==> src/rtl/rx_boxcar_decim_pkg.sv <==
// rx_boxcar_decim_pkg: shared widths, shift width and overflow flag bit indices
package rx_boxcar_decim_pkg;
  localparam int IN_WIDTH_DEF  = 16;
  localparam int ACC_WIDTH_DEF = 24;
  localparam int OUT_WIDTH_DEF = 16;
  localparam int SHIFT_W       = 4;
  localparam int OVF_ACC       = 0;
  localparam int OVF_OUT       = 1;
endpackage

==> src/rtl/rx_boxcar_decim_chan.sv <==
// rx_boxcar_decim_chan: one boxcar channel (accumulator, stage-1 dump register, round/shift/saturate)
//  clock, reset_n          clock and asynchronous active-low reset
//  enable                  low clears the accumulator
//  sample_strobe, x_in     input sample and its qualifier
//  dump_strobe             end of window; loads stage 1 and restarts the accumulator
//  load_out, shift         stage-2 load of x_out using the given right shift
//  x_out                   rounded, scaled, saturated dump value
//  acc_sat, out_sat        one-cycle saturation event pulses
module rx_boxcar_decim_chan
  import rx_boxcar_decim_pkg::*;
#(
  parameter int IN_WIDTH  = IN_WIDTH_DEF,
  parameter int ACC_WIDTH = ACC_WIDTH_DEF,
  parameter int OUT_WIDTH = OUT_WIDTH_DEF
) (
  input  logic                        clock,
  input  logic                        reset_n,
  input  logic                        enable,
  input  logic                        sample_strobe,
  input  logic                        dump_strobe,
  input  logic                        load_out,
  input  logic signed [IN_WIDTH-1:0]  x_in,
  input  logic [SHIFT_W-1:0]          shift,
  output logic signed [OUT_WIDTH-1:0] x_out,
  output logic                        acc_sat,
  output logic                        out_sat
);
  localparam logic signed [ACC_WIDTH-1:0] ACC_MAX = {1'b0, {(ACC_WIDTH-1){1'b1}}};
  localparam logic signed [ACC_WIDTH-1:0] ACC_MIN = {1'b1, {(ACC_WIDTH-1){1'b0}}};
  localparam logic signed [ACC_WIDTH:0]   OUT_MAX = (ACC_WIDTH+1)'((64'sd1 <<< (OUT_WIDTH-1)) - 64'sd1);
  localparam logic signed [ACC_WIDTH:0]   OUT_MIN = ~OUT_MAX;
  logic signed [ACC_WIDTH-1:0] acc, s1, sat_sum;
  logic signed [ACC_WIDTH:0]   x_ext, sum_wide, biased, shifted;
  logic [ACC_WIDTH:0]          bias;
  logic                        acc_ovf, out_hi, out_lo;
  // one guard bit: overflow shows up as the top two bits disagreeing
  assign x_ext    = sample_strobe ? (ACC_WIDTH+1)'(x_in) : '0;
  assign sum_wide = {acc[ACC_WIDTH-1], acc} + x_ext;
  assign acc_ovf  = sum_wide[ACC_WIDTH] != sum_wide[ACC_WIDTH-1];
  assign sat_sum  = acc_ovf ? (sum_wide[ACC_WIDTH] ? ACC_MIN : ACC_MAX) : sum_wide[ACC_WIDTH-1:0];
  assign acc_sat  = enable & acc_ovf;
  // adding half an LSB before the arithmetic shift rounds half toward +inf
  assign bias     = (shift == '0) ? '0 : ((ACC_WIDTH+1)'(1) << (shift - 1'b1));
  assign biased   = {s1[ACC_WIDTH-1], s1} + bias;
  assign shifted  = biased >>> shift;
  assign out_hi   = shifted > OUT_MAX;
  assign out_lo   = shifted < OUT_MIN;
  assign out_sat  = load_out & (out_hi | out_lo);
  always_ff @(posedge clock or negedge reset_n) begin
    if (!reset_n) begin
      acc   <= '0;
      s1    <= '0;
      x_out <= '0;
    end else begin
      if (!enable) acc <= '0;
      else if (dump_strobe) begin
        s1  <= sat_sum;
        acc <= '0;
      end else if (sample_strobe) acc <= sat_sum;
      if (load_out) x_out <= out_hi ? OUT_MAX[OUT_WIDTH-1:0] : out_lo ? OUT_MIN[OUT_WIDTH-1:0] : shifted[OUT_WIDTH-1:0];
    end
  end
endmodule

==> src/rtl/rx_boxcar_decim.sv <==
// rx_boxcar_decim: I/Q integrate-and-dump decimator with rounding, scaling and sticky overflow flags
//  clock, reset_n          clock and asynchronous active-low reset
//  enable                  low clears accumulators and flushes the valid pipeline
//  sample_strobe, i_in/q_in input samples
//  dump_strobe             end-of-window strobe
//  shift                   right shift applied at stage 2
//  clear_ovf               clears the sticky flags (a same-edge event wins)
//  i_out/q_out, out_strobe decimated output and its one-cycle valid
//  ovf_flags               sticky [OVF_ACC] accumulator, [OVF_OUT] output saturation
module rx_boxcar_decim
  import rx_boxcar_decim_pkg::*;
#(
  parameter int IN_WIDTH  = IN_WIDTH_DEF,
  parameter int ACC_WIDTH = ACC_WIDTH_DEF,
  parameter int OUT_WIDTH = OUT_WIDTH_DEF
) (
  input  logic                        clock,
  input  logic                        reset_n,
  input  logic                        enable,
  input  logic                        sample_strobe,
  input  logic                        dump_strobe,
  input  logic signed [IN_WIDTH-1:0]  i_in,
  input  logic signed [IN_WIDTH-1:0]  q_in,
  input  logic [SHIFT_W-1:0]          shift,
  input  logic                        clear_ovf,
  output logic signed [OUT_WIDTH-1:0] i_out,
  output logic signed [OUT_WIDTH-1:0] q_out,
  output logic                        out_strobe,
  output logic [1:0]                  ovf_flags
);
  logic       s1_valid, load_out, i_acc_sat, q_acc_sat, i_out_sat, q_out_sat;
  logic [1:0] ovf_evt;
  // a dump sitting in stage 1 is dropped if enable falls before stage 2
  assign load_out = s1_valid & enable;
  rx_boxcar_decim_chan #(.IN_WIDTH(IN_WIDTH), .ACC_WIDTH(ACC_WIDTH), .OUT_WIDTH(OUT_WIDTH)) u_i (
    .clock(clock), .reset_n(reset_n), .enable(enable), .sample_strobe(sample_strobe),
    .dump_strobe(dump_strobe), .load_out(load_out), .x_in(i_in), .shift(shift),
    .x_out(i_out), .acc_sat(i_acc_sat), .out_sat(i_out_sat)
  );
  rx_boxcar_decim_chan #(.IN_WIDTH(IN_WIDTH), .ACC_WIDTH(ACC_WIDTH), .OUT_WIDTH(OUT_WIDTH)) u_q (
    .clock(clock), .reset_n(reset_n), .enable(enable), .sample_strobe(sample_strobe),
    .dump_strobe(dump_strobe), .load_out(load_out), .x_in(q_in), .shift(shift),
    .x_out(q_out), .acc_sat(q_acc_sat), .out_sat(q_out_sat)
  );
  always_comb begin
    ovf_evt          = '0;
    ovf_evt[OVF_ACC] = i_acc_sat | q_acc_sat;
    ovf_evt[OVF_OUT] = i_out_sat | q_out_sat;
  end
  always_ff @(posedge clock or negedge reset_n) begin
    if (!reset_n) begin
      s1_valid   <= 1'b0;
      out_strobe <= 1'b0;
      ovf_flags  <= '0;
    end else begin
      s1_valid   <= enable & dump_strobe;
      out_strobe <= load_out;
      ovf_flags  <= (clear_ovf ? 2'b00 : ovf_flags) | ovf_evt;
    end
  end
endmodule

==> config.mk <==
export PLATFORM = sky130hd
export DESIGN_NAME = rx_boxcar_decim
export DESIGN_NICKNAME = d
export VERILOG_FILES = /design/src/rtl/rx_boxcar_decim_pkg.sv /design/src/rtl/rx_boxcar_decim_chan.sv /design/src/rtl/rx_boxcar_decim.sv
export SDC_FILE = /design/constraint.sdc
export NUM_CORES = 1
export LEC_CHECK = 0
export ABC_AREA = 1
export BUFFER_PORTS_ARGS = -buffer_cell sky130_fd_sc_hd__buf_2
export CORE_ASPECT_RATIO = 1.4
export CORE_MARGIN = 1.5
export CORE_UTILIZATION = 50
export DETAILED_ROUTE_END_ITERATION = 12
export GPL_TIMING_DRIVEN = 0
export HOLD_SLACK_MARGIN = 0.15
export PLACE_DENSITY = 0.67
export SETUP_SLACK_MARGIN = 0.5
export SLEW_MARGIN = 20
export SYNTH_ARGS = -nofsm -noshare
export SYNTH_HDL_FRONTEND = slang
export SYNTH_SLANG_ARGS = --single-unit
==> constraint.sdc <==
create_clock -name clock -period 3.6 [get_ports clock]
set_input_delay 0.54 -clock clock [delete_from_list [all_inputs] [get_ports clock]]
set_output_delay 0.54 -clock clock [all_outputs]
set_load 0.1 [all_outputs]
==> impl_metrics.tcl, run 1 <==
set metrics [dict create \
    power_density_nw_per_um2 388.2 \
    grt_overflow 0 \
    final.period_utilization_pct 94.17 \
    fmax_ghz 0.2950 \
    ys_ff_latch 132 \
    remaining_drc_errors 0 \
    pin_count 77 \
    worstHoldPathType "in2reg" \
    die_h_microns 194.8 \
    die-area_sq_um 27280 \
    status "finished clean" \
    p_leak_uw 0.008527 \
    rows 70 \
    power_frac_clock_pct 25.6 \
    hold_ws_ps 359.3 \
    synthTopCellsByArea "dfrtp_1, nand2_1, nand3_1" \
    cts_made_buffers 17 \
    synth_edf_count 0 \
    coreArea_sq_um 26010 \
    synth.avg_cell_area_sq_um 6.369 \
    critical_path_peak_fanout 6 \
    clk_path_buf_depth 2 \
    required_ps 3930 \
    ir_drop_mv 0.3858 \
    clock_skew_ps 13.66 \
    antenna_cells 0 \
    syn_to_final_growth_pct 34.97 \
    final_nets 2378 \
    grt_use_total_pct 32.95 \
    firstDrtPassIters 8 \
    combPwrFrac_pct 47.3 \
    r2r_setup_slack_ps 360 \
    synth_top_area_share_pct 25.14 \
    r2r_cells 17 \
    final_max_slew_viol_count 0 \
    final_cell_mix "nand2_1, inv_1, nand3_1, o21ai_0, dfrtp_1" \
    dp_hpwl_microns 34440 \
    r2r_start "u_i.s1[15]" \
    relSlewSlack_pct 50.58 \
    finalPower_uw 6885 \
    post_drt_wl_per_cell_microns 17.73 \
    cp-end-kind "flip-flop" \
    crit_path_start_kind "input port" \
    netlist_instances 2063 \
    final_common_cell "nand2_1" \
    ys_types 55 \
    synth-async-reset-ratio_pct 100.0 \
    first_global_vias 14574 \
    crit_path_start "shift[2]" \
    whs_endpoint "ovf_flags[0]" \
    start_util_pct 50.51 \
    ant_nets 0 \
    layout-drive-gt1-share_pct 29.29 \
    clock_sinks 132 \
    viasPerCell 5.698 \
    synth_seq_area_share_pct 25.14 \
    fill_cells 2270 \
    regToRegEndpoint "u_i.x_out[8]" \
    syn_area_sq_um 13140 \
    io_buffers 72 \
    switchingPower_uw 3195 \
    crit_type "in2reg" \
    hp-start "clear_ovf" \
    worst_pin_slew_ps 741.4 \
    grt_pass1_wl_microns 71190 \
    grt_max_degree 98 \
    yosys.area.top_type "dfrtp_1" \
    clock_latency_ps 450 \
    drt_iter0_drc 793 \
    cap_violations 0 \
    critPathArrivalTime_ps 3720 \
    cts_tree "built" \
    p_int_uw 3691 \
    swShare_pct 46.40 \
    fin_crit_ps 3390 \
    path_clk_slew_ps 60 \
    grt_antenna_before_repair 0 \
    power_frac_seq_pct 27.1 \
    die_x_microns 140.0 \
    setup_viol 0 \
    ctsHtreeMaxLevel 4 \
    hold_viol_final 0 \
    vias 14821 \
    clockRootBuffer "clkbuf_16" \
    hold_depth 4 \
    synth-warning-count 0 \
    rsz0062_at_grt "true" \
    wirelength_microns 46120 \
    place.gp.congestion 0.9849 \
    synth_flop_cell "dfrtp_1" \
]
worst max path at each step:
| stage | endpoint | slack [ps] | cells after the start |
|---|---|---|---|
| CTS | u_i.x_out[12] | 340 | 26 |
| finish | u_i.x_out[8] | 210 | 26 |
| detailed placement | u_i.x_out[12] | -580 | 25 |
| floorplan | u_q.x_out[10] | 290 | 23 |
| global placement | u_i.x_out[11] | -560 | 25 |
| global route | u_i.x_out[9] | 60 | 28 |
cell usage after synthesis, drive strengths merged (8+ instances only):
cell	n
nor2	139
a21oi	145
dfrtp	132
inv	219
nand3	237
o211ai	8
xnor2	27
nand2	647
nor3	22
ha	70
o21ai	186
buf	35
xor2	41
a22o	9
clkbuf	40
a31oi	19
nand4	28
stage by stage:
| step | worst slack [ps] | instances | TNS [ps] | util [%] | cell area, sq um |
|---|---|---|---|---|---|
| 2_1_floorplan | 285.5 | 2064 | 0 | - | 13630 |
| 3_3_place_gp | -558.1 | 2460 | -23150 | 55.35 | 14400 |
| 3_5_place_dp | -577.2 | 2461 | -26160 | 55.50 | 14440 |
| 4_1_cts | 335.5 | 2571 | 0 | 63.78 | 16590 |
| 5_1_grt | 60.15 | 2601 | 0 | 68.18 | 17740 |
| 6_report | 209.9 | 2601 | 0 | 68.18 | 17740 |
state kept, by name, summed over array words and instances (netlist names), 2 cells and up:
signal / cells
u_q.acc: 24
u_i.s1: 24
ovf_flags: 2
u_q.s1: 24
u_i.x_out: 16
u_q.x_out: 16
u_i.acc: 24
cells by family (layout without fill, tap and decap cells):
kind of cell | after synthesis | after routing | synth area share, %
adders and majority gates | 72 | 72 | 6.970
DFF | 132 | 132 | 25.14
buffers and inverters | 296 | 508 | 9.398
other | 1 | 2 | 0.02854
xor gates and xnor gates | 68 | 68 | 4.532
muxes | 2 | 2 | 0.1524
AOI/OAI and AO/OA | 400 | 400 | 17.24
and+or+nand+nor | 1092 | 1093 | 36.54
worst max-delay path, stage by stage:
cell       delay [ps]
buf_16            120
clkbuf_16         150
clkbuf_16         140
nand2_8           110
nor2_4             70
buf_12            130
ha_4              320
nand2_8            70
nor2_4            130
inv_2              70
nor3_4            240
nand2_2           110
nand2_4           100
nand2_4            70
nand2_2            90
nand3_2            90
nand3_2           120
nand3_2            80
nand3_2            90
nand3_2            80
nor2_4            110
nand3_4           120
a21oi_4           220
buf_6             140
buf_8             110
a21oi_2            50
metal layers:
layer | part of all wire, % | global-route usage, % | up-vias
li1 | - | - | 7263
met5 | 0 | 0 | -
met2 | 52 | 60.35 | 530
met3 | 4.2 | 3.622 | 164
met1 | 37 | 34.58 | 6864
met4 | 7.0 | 24.37 | 0
power groups by stage:
stage | combinational (uW) | clock [uW] | sequential (uW)
floorplan | 1480 | 0 | 2450
global placement | 2640 | 0 | 1870
detailed placement | 2660 | 0 | 1870
CTS | 2970 | 1770 | 1860
global route | 3500 | 1830 | 1890
finish | 3260 | 1760 | 1870
area by class of cell:
| class | instances | area [sq um] | area share, % |
|---|---|---|---|
| sequential | 132 | 3303 | 18.62 |
| clock buffer | 19 | 442.9 | 2.497 |
| multi-input combinational | 1637 | 10590 | 59.69 |
| inverter | 220 | 865.8 | 4.882 |
| buffer | 76 | 584.3 | 3.295 |
| timing repair buffer | 180 | 1425 | 8.035 |
| tap | 324 | 405.4 | 2.286 |
| clock inverter | 13 | 122.6 | 0.6914 |
repair_timing:
item | 4_1_cts | 5_1_grt
gates cloned | 4 | 2
endpoints found under the setup margin | 102 | 124
endpoints found under the hold margin | 35 | 0
pin swaps | 64 | 70
hold buffers | 1 | 0
setup buffers | 73 | 28
resized for setup | 206 | 201
(Power assumes the default switching activity.)
==> run 2: changes to the inputs <==
--- a/config.mk
+++ b/config.mk
@@ -14,7 +14,6 @@
 export GPL_TIMING_DRIVEN = 0
 export HOLD_SLACK_MARGIN = 0.15
 export PLACE_DENSITY = 0.67
-export SETUP_SLACK_MARGIN = 0.5
 export SLEW_MARGIN = 20
 export SYNTH_ARGS = -nofsm -noshare
 export SYNTH_HDL_FRONTEND = slang
==> impl_metrics.tcl, run 2 (same netlist as run 1, synthesis figures left out) <==
set metrics [dict create \
    dp_cells 2461 \
    critPathArrivalTime_ps 3810 \
    cp-end-kind "flip-flop" \
    firstDrtPassIters 5 \
    cp_num_buf_inv 5 \
    hold_viol_final 0 \
    grt_antenna_before_repair 0 \
    syn_to_final_growth_pct 18.17 \
    crit_path_start_kind "input port" \
    critical_path_peak_fanout 10 \
    fmax_ghz 0.2882 \
    path_clk_slew_ps 70 \
    post_drt_wl_per_cell_microns 17.05 \
    wirelength_microns 43000 \
    final_common_cell "nand2_1" \
    grt_use_total_pct 31.65 \
    fin_util_pct 59.69 \
    relSlewSlack_pct 53.21 \
    die_h_microns 194.8 \
    die_x_microns 140.0 \
    io_buffers 72 \
    met2_length_microns 21770 \
    p_leak_uw 0.007715 \
    route.top_layer_used "met4" \
    cts_tree "built" \
    multiInputGateArea_sq_um 9199 \
    grt_pass1_wl_microns 67660 \
    fin_crit_ps 3470 \
    rows 70 \
    coreArea_sq_um 26010 \
    place.gp.congestion 0.9455 \
    dp_hpwl_microns 34840 \
    fill_cells 2564 \
    status "finished clean" \
    vias 13978 \
    clock_sinks 132 \
    pin_count 77 \
    finalSetupTns_ps 0 \
    max_stage_delay_ps 350 \
    ir_drop_mv 0.3706 \
    first_global_vias 13653 \
    power_density_nw_per_um2 419.8 \
    clock_skew_ps 12.91 \
    ant_nets 0 \
    regArea_sq_um 3303 \
    start_util_pct 50.51 \
    cts_made_buffers 17 \
    rsz0062_at_grt "true" \
    clk_path_buf_depth 2 \
    final_cell_mix "nand2_1, nand3_1, inv_1, o21ai_0, dfrtp_1" \
    final_nets 2299 \
    cp_common_cell "nand2_1" \
    cp_slowest_cell "ha_2" \
    die-area_sq_um 27280 \
    grt_overflow 0 \
    wirelength_met1_microns 16780 \
    worst_pin_slew_ps 701.8 \
    required_ps 3940 \
    clockRootBuffer "clkbuf_16" \
    drt_iter0_drc 646 \
    setup_viol 0 \
    clock_latency_ps 450 \
    viasPerCell 5.542 \
    antenna_cells 0 \
    path_delay_family "simple AND/OR/NAND/NOR gates" \
    crit_type "in2reg" \
    grt_max_degree 98 \
    final_max_slew_viol_count 0 \
    worstHoldPathType "in2reg" \
    final_cell_count_no_fill 2522 \
    hold_ws_ps 346.8 \
    layout-drive-gt1-share_pct 16.92 \
    remaining_drc_errors 0 \
    final.period_utilization_pct 96.39 \
    routed-wl-met3_microns 1612 \
    ctsHtreeMaxLevel 4 \
    cap_violations 0 \
]
==> run 2: repair_timing <==
action	in CTS	in global routing
hold buffers	1	0
endpoints found under the hold margin	35	0
setup endpoints to repair	110	100
resized for setup	53	128
buffers inserted	5	23
gates cloned	0	2
pin swaps	6	25
==> run 2: per-stage QoR <==
step	worst slack (ps)	cell area (sq um)	power, uW
4_1_cts	-12.36	14830	6389
3_5_place_dp	-1249	13960	4444
5_1_grt	-35.59	15530	6879
2_1_floorplan	7.515	13150	3835
6_report	129.9	15530	6519
3_3_place_gp	-1146	13920	4417
==> run 2: worst paths after layout <==
path                               startpoint  slack (ps)  cells after the start            end
worst max-delay path                 shift[3]         130                     25   u_i.x_out[6]
worst min-delay path                clear_ovf         350                      4   ovf_flags[0]
worst max register to register     u_q.acc[3]         440                     17    u_q.acc[19]
worst min register to register  u_i.x_out[15]         490                      2  u_i.x_out[15]
max in group asynchronous             reset_n        2270                      3     u_i.s1[13]
min in group asynchronous             reset_n         540                      2  u_q.x_out[15]
==> run 2: routing by layer <==
layer,vias to the layer above,global-route usage [%]
met3,121,3.671
li1,7097,-
met4,0,20.47
met1,6398,34.11
met5,-,0
met2,362,58.17
==> run 2: where the power goes <==
part | internal, uW | switching [uW] | total [uW]
sequential | 1690 | 170 | 1860
clock | 1120 | 778 | 1900
combinational | 768 | 2000 | 2770
==> run 2: layout make-up <==
class	count	area share [%]
timing repair buffer	104	4.609
multi-input combinational	1636	59.24
tap	324	2.611
clock buffer	19	2.853
clock inverter	13	1.112
sequential	132	21.27
inverter	220	5.431
buffer	74	2.869
==> run 2: worst min-delay path: cells and delay by family <==
family        cells  cell delay [ps]
buf+inv           2              110
simple gates      2              110
==> run 3: changes to the inputs <==
--- a/config.mk
+++ b/config.mk
@@ -13,8 +13,9 @@
 export DETAILED_ROUTE_END_ITERATION = 12
 export GPL_TIMING_DRIVEN = 0
 export HOLD_SLACK_MARGIN = 0.15
-export PLACE_DENSITY = 0.67
+export PLACE_DENSITY = 0.66
 export SLEW_MARGIN = 20
 export SYNTH_ARGS = -nofsm -noshare
 export SYNTH_HDL_FRONTEND = slang
+export SYNTH_HIERARCHICAL = 1
 export SYNTH_SLANG_ARGS = --single-unit
==> constraint.sdc (replaced) <==
create_clock -name clock -period 3.6 [get_ports clock]
set_input_delay 0.54 -clock clock [delete_from_list [all_inputs] [get_ports clock]]
set_output_delay 0.54 -clock clock [all_outputs]
set_load 0.005 [all_outputs]
==> impl_metrics.tcl, run 3 <==
set metrics [dict create \
    status "finished clean" \
    critical_path_peak_fanout 10 \
    required_ps 3930 \
    power_density_nw_per_um2 364.9 \
    hold_viol_final 0 \
    final_max_slew_viol_count 0 \
    synth-simple-area-share_pct 36.43 \
    grt_util_met1_pct 32.76 \
    start_util_pct 51.29 \
    cp_slowest_cell "fa_2" \
    regArea_sq_um 3303 \
    r2r_cells 15 \
    synth_fa_ha_area_share_pct 8.022 \
    worstHoldPathType "in2reg" \
    p_int_uw 3733 \
    max_stage_delay_ps 400 \
    clock_sinks 132 \
    fmax_ghz 0.2839 \
    ys_types 59 \
    whs_endpoint "ovf_flags[1]" \
    cts_tree "built" \
    drt_iter0_drc 764 \
    synth.avg_cell_area_sq_um 6.375 \
    fill_cells 2449 \
    crit_type "in2reg" \
    ys_top_cells_by_count "nand2_1, inv_1, nand3_1, nor2_1, o21ai_0" \
    combPwrFrac_pct 39.9 \
    cp_common_cell "nand2_2" \
    worst_slack_ps 77.10 \
    io_buffers 74 \
    synth_edf_count 0 \
    grt_use_met3_pct 2.812 \
    hold_depth 4 \
    syn_to_final_growth_pct 26.23 \
    clk_path_buf_depth 2 \
    die_h_microns 197.3 \
    grt_overflow 0 \
    p_leak_uw 0.008701 \
    worst_pin_slew_ps 774.5 \
    final_common_cell "nand2_1" \
    first_global_vias 13970 \
    clockRootBuffer "clkbuf_16" \
    crit_path_start_kind "input port" \
    synth-warning-count 6 \
    post_drt_wl_per_cell_microns 16.62 \
    grt_use_total_pct 30.98 \
    grt_max_degree 97 \
    power_frac_seq_pct 30.3 \
    r2r_start "u_i/acc[0]" \
    r2r_setup_slack_ps 240 \
    synthTopCellsByArea "dfrtp_1, nand2_1, ha_1" \
    wirelength_microns 43680 \
    layout-drive-gt1-share_pct 24.74 \
    multiInputGateArea_sq_um 9943 \
    syn-num-nets 2240 \
    fin_crit_ps 3523 \
    switchingPower_uw 2474 \
    setup_viol 0 \
    synth.most_common_cell "nand2_1" \
    synth_seq_area_share_pct 24.51 \
    cts_made_buffers 17 \
    yosys.area.top_type "dfrtp_1" \
    grt_antenna_before_repair 0 \
    power_frac_clock_pct 29.8 \
    place.gp.congestion 0.9722 \
    clock_latency_ps 440 \
    pin_count 77 \
    grt_busiest_layer "met2" \
    remaining_drc_errors 0 \
    ys_ff_latch 132 \
    dp_hpwl_microns 33820 \
    critPathArrivalTime_ps 3850 \
    synth_top_family_by_area "simple AND/OR/NAND/NOR gates" \
    path_clk_slew_ps 60 \
    rsz0062_at_grt "true" \
    netlist_instances 2114 \
    pre_cts_slack_ps -1258 \
    final_nets 2417 \
    synth-async-reset-ratio_pct 100.0 \
    rows 70 \
    regToRegEndpoint "u_i/acc[14]" \
    final_cell_mix "nand2_1, inv_1, o21ai_0, dfrtp_1, nand3_1" \
    ir_drop_mv 0.3451 \
    firstDrtPassIters 6 \
    ctsHtreeMaxLevel 4 \
    cap_violations 0 \
    coreArea_sq_um 26280 \
    synth-compound-area-share_pct 16.72 \
    synth-xor-area-share_pct 4.484 \
    hp-start "clear_ovf" \
    fin_util_pct 64.74 \
    die-area_sq_um 27960 \
    final.period_utilization_pct 97.86 \
    ant_nets 0 \
    synth_flop_cell "dfrtp_1" \
    vias 14618 \
    synth_mux_area_share_pct 0.2971 \
    swShare_pct 39.86 \
    relSlewSlack_pct 47.97 \
    antenna_cells 0 \
    cp-end-kind "flip-flop" \
    grt_pass1_wl_microns 67750 \
    syn_area_sq_um 13480 \
    clock_skew_ps 11.33 \
    die_x_microns 141.8 \
    gr-usage-met2_pct 58.14 \
    synth_top_area_share_pct 24.51 \
    viasPerCell 5.562 \
]
[run 3: changes by cell type after synthesis, moves of 9 or more]
cell,previous run,this run
nor2_2,11,20
nand3_1,227,181
nor2_1,121,153
inv_1,205,226
ha_1,70,80
nand2_2,26,46
o21ai_0,184,143
a21oi_1,123,108
a31oi_1,19,28
buf_2,3,12
nand2_1,617,653
[run 3: stage by stage]
stage | area [sq um] | std cells | power [uW] | hold slack [ps] | TNS, ps
after floorplan | 13640 | 2114 | 3321 | 244.4 | -936.0
final | 17010 | 2628 | 6208 | 349.0 | 0
after global routing | 17010 | 2628 | 6584 | 356.0 | -2519
after CTS | 15480 | 2564 | 5911 | 335.9 | -151.9
after global placement | 14420 | 2512 | 3952 | 454.2 | -74130
after detailed placement | 14460 | 2513 | 3982 | 440.7 | -77290
[run 3: area by class of cell]
cell class                 count  share of cell area [%]
inverter                     245                   5.649
sequential                   132                   19.42
clock buffer                  18                   2.523
multi-input combinational   1664                   58.45
buffer                        73                   3.626
timing repair buffer         158                   6.906
tap                          324                   2.383
clock inverter                14                   1.044
[run 3: timing repair]
item / 4_1_cts / 5_1_grt
hold buffers: 1 / 0
pin swaps: 12 / 61
resized for setup: 78 / 273
setup endpoints to repair: 88 / 91
buffers inserted: 16 / 63
gates cloned: 2 / 1
endpoints found under the hold margin: 36 / 0
[run 3: worst max-delay path, delay by kind of cell]
kind                     cells  cell delay (ps)
AND/OR/NAND/NOR             12             1190
adder cells (fa/ha/maj)      2              590
AO/OA/AOI/OAI                4              610
buffers and inverters        8              910
[run 3: power groups by stage]
stage	clock network [uW]	registers (uW)	logic, uW
5_1_grt	1940	1900	2740
2_1_floorplan	0	1840	1480
6_report	1850	1880	2480
4_1_cts	1880	1870	2160
3_5_place_dp	0	1890	2090
3_3_place_gp	0	1890	2070
[run 3: cell families after synthesis]
group / count (synthesis)
AOI/OAI and AO/OA: 378
xor gates and xnor gates: 69
adders and majority gates: 84
buffers and inverters: 318
DFF: 132
muxes: 4
other: 2
and+or+nand+nor: 1127
[run 3: how the worst max path moves through the flow]
| stage | startpoint | cells after the start | end | slack [ps] |
|---|---|---|---|---|
| after floorplan | shift[0] | 29 | u_i/x_out[10] | -50 |
| after global placement | shift[1] | 28 | ovf_flags[1] | -1210 |
| after detailed placement | shift[1] | 28 | ovf_flags[1] | -1260 |
| after CTS | shift[2] | 31 | ovf_flags[1] | -40 |
| after global routing | shift[3] | 27 | u_i/x_out[0] | -90 |
| final | shift[1] | 26 | u_q/x_out[6] | 80 |
[run 3: layer usage]
layer  part of all wire [%]  routed length [microns]
met1                     38                    16400
met2                     53                    23210
met3                    2.9                     1271
met4                    6.4                     2796
met5                      0                        0
